File: src/rtl/ble_pdu_deframer.sv
// ble_pdu_deframer
//   Takes the recovered symbol strobe and bit from the receiver and, after an
//   access-address match, dewhitens the PDU bits, assembles LSB-first bytes and
//   frames them as header / payload / CRC using the PDU length byte. Bytes leave
//   through a first-word-fall-through FIFO with a valid/ready handshake.
//
//   Build option: define BLE_DEWHITEN_EN to enable the x^7+x^4+1 dewhitening
//   LFSR seeded from channel. Without it, bits pass straight through and channel
//   is ignored.
//
//   Ports
//     clk, rst            clock, asynchronous active-high reset
//     update, value       symbol strobe (rising edge = one bit) and symbol bit
//     aa_match            access-address hit; the next update edge is PDU bit 0
//     channel             RF channel index, seeds the dewhitening LFSR
//     byte_data/last      FIFO head byte and end-of-frame flag
//     byte_valid/ready    FIFO handshake, pop on valid & ready
//     pkt_busy            framer active
//     pkt_done, len_err   1-cycle status pulses (registered)
//     abort               aa_match seen while busy (same cycle)
//     overflow            sticky byte-drop flag, cleared by aa_match
//     fifo_count          FIFO occupancy
//
//   state   | meaning
//   --------+-----------------------------------------------
//   IDLE    | waiting for aa_match, update edges ignored
//   HEADER  | bytes 0 and 1; byte 1 is the payload length L
//   PAYLOAD | L payload bytes
//   CRC     | 3 CRC bytes, the last one closes the frame
module ble_pdu_deframer #(
  parameter int FIFO_DEPTH  = 16,
  parameter int CNT_W       = 5,
  parameter int MAX_PDU_LEN = 37
) (
  input  logic             clk,
  input  logic             rst,
  input  logic             update,
  input  logic             value,
  input  logic             aa_match,
  input  logic [5:0]       channel,
  output logic [7:0]       byte_data,
  output logic             byte_last,
  output logic             byte_valid,
  input  logic             byte_ready,
  output logic             pkt_busy,
  output logic             pkt_done,
  output logic             len_err,
  output logic             abort,
  output logic             overflow,
  output logic [CNT_W-1:0] fifo_count
);
  localparam int AW = $clog2(FIFO_DEPTH);
  localparam logic [CNT_W-1:0] DEPTH_C   = CNT_W'(FIFO_DEPTH);
  localparam logic [7:0]       MAX_LEN_C = 8'(MAX_PDU_LEN);

  typedef enum logic [1:0] {S_IDLE, S_HEADER, S_PAYLOAD, S_CRC} state_t;

  state_t     state_q, state_d;
  logic       update_q;
  logic [2:0] bit_cnt_q, bit_cnt_d;
  logic [7:0] byte_cnt_q, byte_cnt_d;
  logic [7:0] len_q, len_d;
  logic [7:0] sr_q, sr_d;
  logic       pkt_done_q, pkt_done_d;
  logic       len_err_q, len_err_d;
  logic       overflow_q, overflow_d;
  logic       edge_det, proc_bit, bit_val;
  logic [7:0] new_byte;
  logic       push, push_last, push_ok, pop;

  logic [8:0]       mem_q [FIFO_DEPTH];
  logic [AW-1:0]    wr_ptr_q, rd_ptr_q;
  logic [CNT_W-1:0] count_q;

  assign edge_det = update & ~update_q;
  // aa_match wins over a coincident edge: that edge belongs to the old frame
  assign proc_bit = edge_det & (state_q != S_IDLE) & ~aa_match;
  assign new_byte = {bit_val, sr_q[7:1]};

`ifdef BLE_DEWHITEN_EN
  logic [6:0] lfsr_q, lfsr_d;
  logic       white;

  assign white   = lfsr_q[6];
  assign bit_val = value ^ white;

  always_comb begin
    lfsr_d = lfsr_q;
    if (aa_match)
      lfsr_d = {channel[0], channel[1], channel[2], channel[3], channel[4], channel[5], 1'b1};
    else if (proc_bit)
      lfsr_d = {lfsr_q[5], lfsr_q[4], lfsr_q[3] ^ white, lfsr_q[2], lfsr_q[1], lfsr_q[0], white};
  end

  always_ff @(posedge clk or posedge rst) begin
    if (rst) lfsr_q <= '0;
    else     lfsr_q <= lfsr_d;
  end
`else
  logic unused_channel;
  assign unused_channel = ^channel;
  assign bit_val        = value;
`endif

  always_comb begin
    state_d    = state_q;
    bit_cnt_d  = bit_cnt_q;
    byte_cnt_d = byte_cnt_q;
    len_d      = len_q;
    sr_d       = sr_q;
    pkt_done_d = 1'b0;
    len_err_d  = 1'b0;
    push       = 1'b0;
    push_last  = 1'b0;
    if (aa_match) begin
      state_d    = S_HEADER;
      bit_cnt_d  = '0;
      byte_cnt_d = '0;
      len_d      = '0;
      sr_d       = '0;
    end else if (proc_bit) begin
      sr_d      = new_byte;
      bit_cnt_d = bit_cnt_q + 3'd1;
      if (bit_cnt_q == 3'd7) begin
        push = 1'b1;
        case (state_q)
          S_HEADER: begin
            if (byte_cnt_q == 8'd0) begin
              byte_cnt_d = 8'd1;
            end else begin
              len_d      = new_byte;
              byte_cnt_d = '0;
              if (new_byte > MAX_LEN_C) begin
                push_last = 1'b1;
                len_err_d = 1'b1;
                state_d   = S_IDLE;
              end else if (new_byte == 8'd0) begin
                state_d = S_CRC;
              end else begin
                state_d = S_PAYLOAD;
              end
            end
          end
          S_PAYLOAD: begin
            if (byte_cnt_q == len_q - 8'd1) begin
              byte_cnt_d = '0;
              state_d    = S_CRC;
            end else begin
              byte_cnt_d = byte_cnt_q + 8'd1;
            end
          end
          S_CRC: begin
            if (byte_cnt_q == 8'd2) begin
              push_last  = 1'b1;
              pkt_done_d = 1'b1;
              byte_cnt_d = '0;
              state_d    = S_IDLE;
            end else begin
              byte_cnt_d = byte_cnt_q + 8'd1;
            end
          end
          default: ;
        endcase
      end
    end
  end

  // A pop frees a slot in the same cycle, so a full FIFO can still take a push
  assign pop     = (count_q != '0) & byte_ready;
  assign push_ok = push & ((count_q < DEPTH_C) | pop);

  always_comb begin
    overflow_d = overflow_q;
    if (aa_match)               overflow_d = 1'b0;
    else if (push & ~push_ok)   overflow_d = 1'b1;
  end

  always_ff @(posedge clk or posedge rst) begin
    if (rst) begin
      state_q    <= S_IDLE;
      update_q   <= 1'b0;
      bit_cnt_q  <= '0;
      byte_cnt_q <= '0;
      len_q      <= '0;
      sr_q       <= '0;
      pkt_done_q <= 1'b0;
      len_err_q  <= 1'b0;
      overflow_q <= 1'b0;
      wr_ptr_q   <= '0;
      rd_ptr_q   <= '0;
      count_q    <= '0;
    end else begin
      state_q    <= state_d;
      update_q   <= update;
      bit_cnt_q  <= bit_cnt_d;
      byte_cnt_q <= byte_cnt_d;
      len_q      <= len_d;
      sr_q       <= sr_d;
      pkt_done_q <= pkt_done_d;
      len_err_q  <= len_err_d;
      overflow_q <= overflow_d;
      if (push_ok) wr_ptr_q <= wr_ptr_q + 1'b1;
      if (pop)     rd_ptr_q <= rd_ptr_q + 1'b1;
      count_q <= count_q + CNT_W'(push_ok) - CNT_W'(pop);
    end
  end

  always_ff @(posedge clk) begin
    if (push_ok) mem_q[wr_ptr_q] <= {push_last, new_byte};
  end

  // Head is gated so stale storage never shows on the outputs after reset
  assign byte_valid = (count_q != '0);
  assign byte_data  = byte_valid ? mem_q[rd_ptr_q][7:0] : 8'h00;
  assign byte_last  = byte_valid & mem_q[rd_ptr_q][8];
  assign pkt_busy   = (state_q != S_IDLE);
  assign pkt_done   = pkt_done_q;
  assign len_err    = len_err_q;
  assign abort      = aa_match & (state_q != S_IDLE);
  assign overflow   = overflow_q;
  assign fifo_count = count_q;

endmodule

File: config.mk
export PLATFORM = sky130hd
export DESIGN_NAME = ble_pdu_deframer
export DESIGN_NICKNAME = d
export VERILOG_FILES = /design/src/rtl/ble_pdu_deframer.sv
export SDC_FILE = /design/constraint.sdc
export NUM_CORES = 1
export LEC_CHECK = 0
export BUFFER_PORTS_ARGS = -buffer_cell sky130_fd_sc_hd__buf_2
export CORE_MARGIN = 3
export CORE_UTILIZATION = 60
export DETAILED_ROUTE_END_ITERATION = 8
export GPL_TIMING_DRIVEN = 0
export PLACE_DENSITY = 0.79
export SETUP_SLACK_MARGIN = 0.3
export SLEW_MARGIN = 40
export SYNTH_ARGS = -nofsm -noshare
export SYNTH_HDL_FRONTEND = slang
export SYNTH_SLANG_ARGS = --single-unit
File: constraint.sdc
create_clock -name clk -period 3.9 [get_ports clk]
set_input_delay 0.78 -clock clk [delete_from_list [all_inputs] [get_ports clk]]
set_output_delay 0.78 -clock clk [all_outputs]
set_load 0.01 [all_outputs]
==> reports/qor.yml <==
grt_antenna_before_repair: 1
crit_buf_inv: 3
clock-sinks: 189
worstPathMaxFanout: 10
cp.arrival_ns: 2.70
yosysMostFrequentCell: "edfxtp_1"
vias_per_cell: 6.185
crit_required_ns: 3.12
ys_warn_count: 0
grt_max_degree: 46
numCtsBuffers: 17
yosysTopAreaCell: "edfxtp_1"
grt.total_usage_pct: 24.38
p_sw_share_pct: 26.98
power_density_nw_per_um2: 567.8
r2r-start: "state_q[0]$_DFFE_PP0P_"
clockBufferDepth: 2
finalWorstPathRequiredPeriod_ns: 3.480
worst_pin_slew_ns: 0.8011
clock_latency_ns: 0.43
cts-root-buf: "clkbuf_16"
slew_viol_final: 0
port_buffers: 24
slew_headroom_pct: 46.59
fin_ws_ns: 0.4204
regArea_sq_um: 5450
htreeDepth: 4
wl_met3_microns: 1054
ctsHoldBuffers: 0
syn-cell-area_sq_um: 8194
internal-power_uw: 3823
gp_congestion: 0.8283
ys_ff_latch: 189
p_switching_uw: 1413
p_clk_share_pct: 31.8
dp_slack_ns: 0.1777
die-area_sq_um: 15090
clock_skew_ns: 0.008116
nNetsFinal: 589
ant_nets: 0
rows: 42
drtPass1Iterations: 5
maxUsedRoutingLayer: "met5"
timing.final.crit_share_pct: 89.22
hp-class: "in -> async"
cts_tree: "built"
die_w_microns: 122.9
status: "finished, final reports clean"
hpwl_microns: 11110
multi_input_area_sq_um: 2631
ir_drop_mv: 0.6017
worstSetupPathType: "reg -> out"
synth_top_area_share_pct: 52.77
overflow: 0
m1WireLength_microns: 6636
cap_violations: 0
ys_async_sr_fraction_pct: 23.81
ios: 32
synth.area.top_cells: "edfxtp_1, dfrtp_1, mux4_2"
tns_ns: 0
grt_pass1_wl_microns: 26380
drive_above_1_share_pct: 25.35
setup_viol: 0
seq_area_frac_synth_pct: 66.51
crit_family: "multiplexers"
fillers: 847
synth_nets: 542
first_iter_violations: 493
diodes: 0
synth_commonest_cells: "edfxtp_1, dfrtp_1, mux4_2"
synth_area_per_cell_sq_um: 16.13
startpoint_type: "flop"
synth-edff-count: 144
path_cells: "clkbuf_4 > buf_6 > mux4_2 > mux4_2 > and2_1 > buf_2"
cpPeakStageDelay_ns: 0.56
cp_slowest_cell: "mux4_2"
pwr-share-comb_pct: 25.1
cpMostUsedCell: "mux4_2"
ys_types: 55
coreArea_sq_um: 13300
max_clock_freq_mhz: 287.4
fin_util_pct: 69.36
rsz0062_at_grt: "true"
crit_start: "rd_ptr_q[0]$_DFFE_PP0P_"
share_seq_of_total_power_pct: 43.1
start_util_pct: 61.63
syn_to_final_growth_pct: 12.54
end_kind: "output pin"
drc: 0
syn_inst: 508
die_y_microns: 122.9
grt_pass1_vias: 4691
p_leak_uw: 0.003328
cts.clk_slew.worst_paths_ns: 0.07
wl_per_cell_microns: 22.16
timing_hold_violations_final: 0
cts_setup_buffers: 0
vias: 4602
synth_top_flop_cell: "edfxtp_1"
routed_wl_microns: 16490
wl_met2_microns: 8508
-- layout make-up --
type / count / area share (%)
buffer: 24 / 1.248
clock buffer: 21 / 5.102
clock inverter: 11 / 1.153
inverter: 20 / 0.8412
multi-input combinational: 275 / 28.53
sequential: 189 / 59.10
tap: 176 / 2.388
timing repair buffer: 28 / 1.628
-- sequential cells by signal (all words and copies together), names as in the netlist --
register,flops
update_q,1
wr_ptr_q,4
bit_cnt_q,3
overflow,1
pkt_done,1
byte_cnt_q,8
fifo_count,5
mem_q,144
state_q,2
rd_ptr_q,4
len_q,8
len_err,1
sr_q,7
-- per-layer routing --
metal / up-vias / GRT usage [%]
met5: - / 0
met4: 2 / 6.928
met3: 22 / 6.452
met2: 185 / 39.56
met1: 2370 / 33.11
li1: 2023 / -
-- cell usage in the layout, fill, tap and decap left out, types with 4 or more instances in the layout --
cell type  instances
o21ai_0           17
buf_1              4
buf_2             24
clkbuf_16         17
inv_1             19
nand2_1           31
clkbuf_1          13
nor2_1            30
clkbuf_2           5
nand4_1            4
xor2_1             7
nand2b_1          10
mux4_2            45
o211ai_1           8
ha_1              21
edfxtp_1         144
and2_1            10
xnor2_1           12
nor2_2            13
nor3_2             5
mux2i_1            8
dfrtp_1           45
buf_4              4
-- worst register-to-register path: cells and delay by family, from the launching register on --
family	cells	cell delay, ns
fa+ha+maj	4	1.15
simple gates	4	0.98
flops	1	0.38
buf+inv	3	0.28
compound gates	1	0.14
xor+xnor	1	0.13
-- kinds of logic (layout without fill, tap and decap cells) --
group                      after synthesis  after routing  share of synthesized area [%]
buffers and inverters                   44            104                          2.046
and+or+nand+nor                        133            133                          8.169
DFF                                    189            189                          66.51
xor gates and xnor gates                20             20                          2.367
AOI/OAI and AO/OA                       46             46                          3.970
muxes                                   54             54                          13.48
adders and majority gates               22             22                          3.451
-- path summary, 6_finish.rpt --
path / end / slack [ns] / cells past startpoint
setup reg to reg: fifo_count[4]$_DFF_PP0_ / 0.77 / 13
hold / removal: bit_cnt_q[0]$_DFFE_PP0P_ / 0.41 / 2
hold reg to reg: overflow$_DFFE_PP0P_ / 0.52 / 2
setup / recovery: byte_data[3] / 0.42 / 6
min in group clk: update_q$_DFF_PP0_ / 0.49 / 1
max in group asynchronous: sr_q[1]$_DFFE_PP0P_ / 3.11 / 2
-- power by group through the flow --
stage / clock network [uW] / logic [uW] / registers [uW]
3_3_place_gp: 0 / 1270 / 2290
5_1_grt: 1770 / 1430 / 2260
2_1_floorplan: 0 / 935 / 2300
4_1_cts: 1680 / 1330 / 2260
6_report: 1660 / 1320 / 2260
3_5_place_dp: 0 / 1310 / 2300
-- what timing repair did --
| action | 4_1_cts | 5_1_grt |
|---|---|---|
| cloned | 0 | 0 |
| gates resized for setup | 7 | 2 |
| setup endpoints to repair | 9 | 9 |
| pin swaps | 0 | 0 |
-- through the flow --
stage / instance area (sq um) / hold WS, ns / std cells / power [uW]
2_1_floorplan: 8194 / 0.4865 / 508 / 3234
6_report: 9221 / 0.4092 / 744 / 5236
5_1_grt: 9221 / 0.4314 / 744 / 5466
3_3_place_gp: 8534 / 0.4803 / 708 / 3567
4_1_cts: 9195 / 0.4152 / 744 / 5270
3_5_place_dp: 8606 / 0.5065 / 712 / 3611
(Power assumes the default switching activity.)
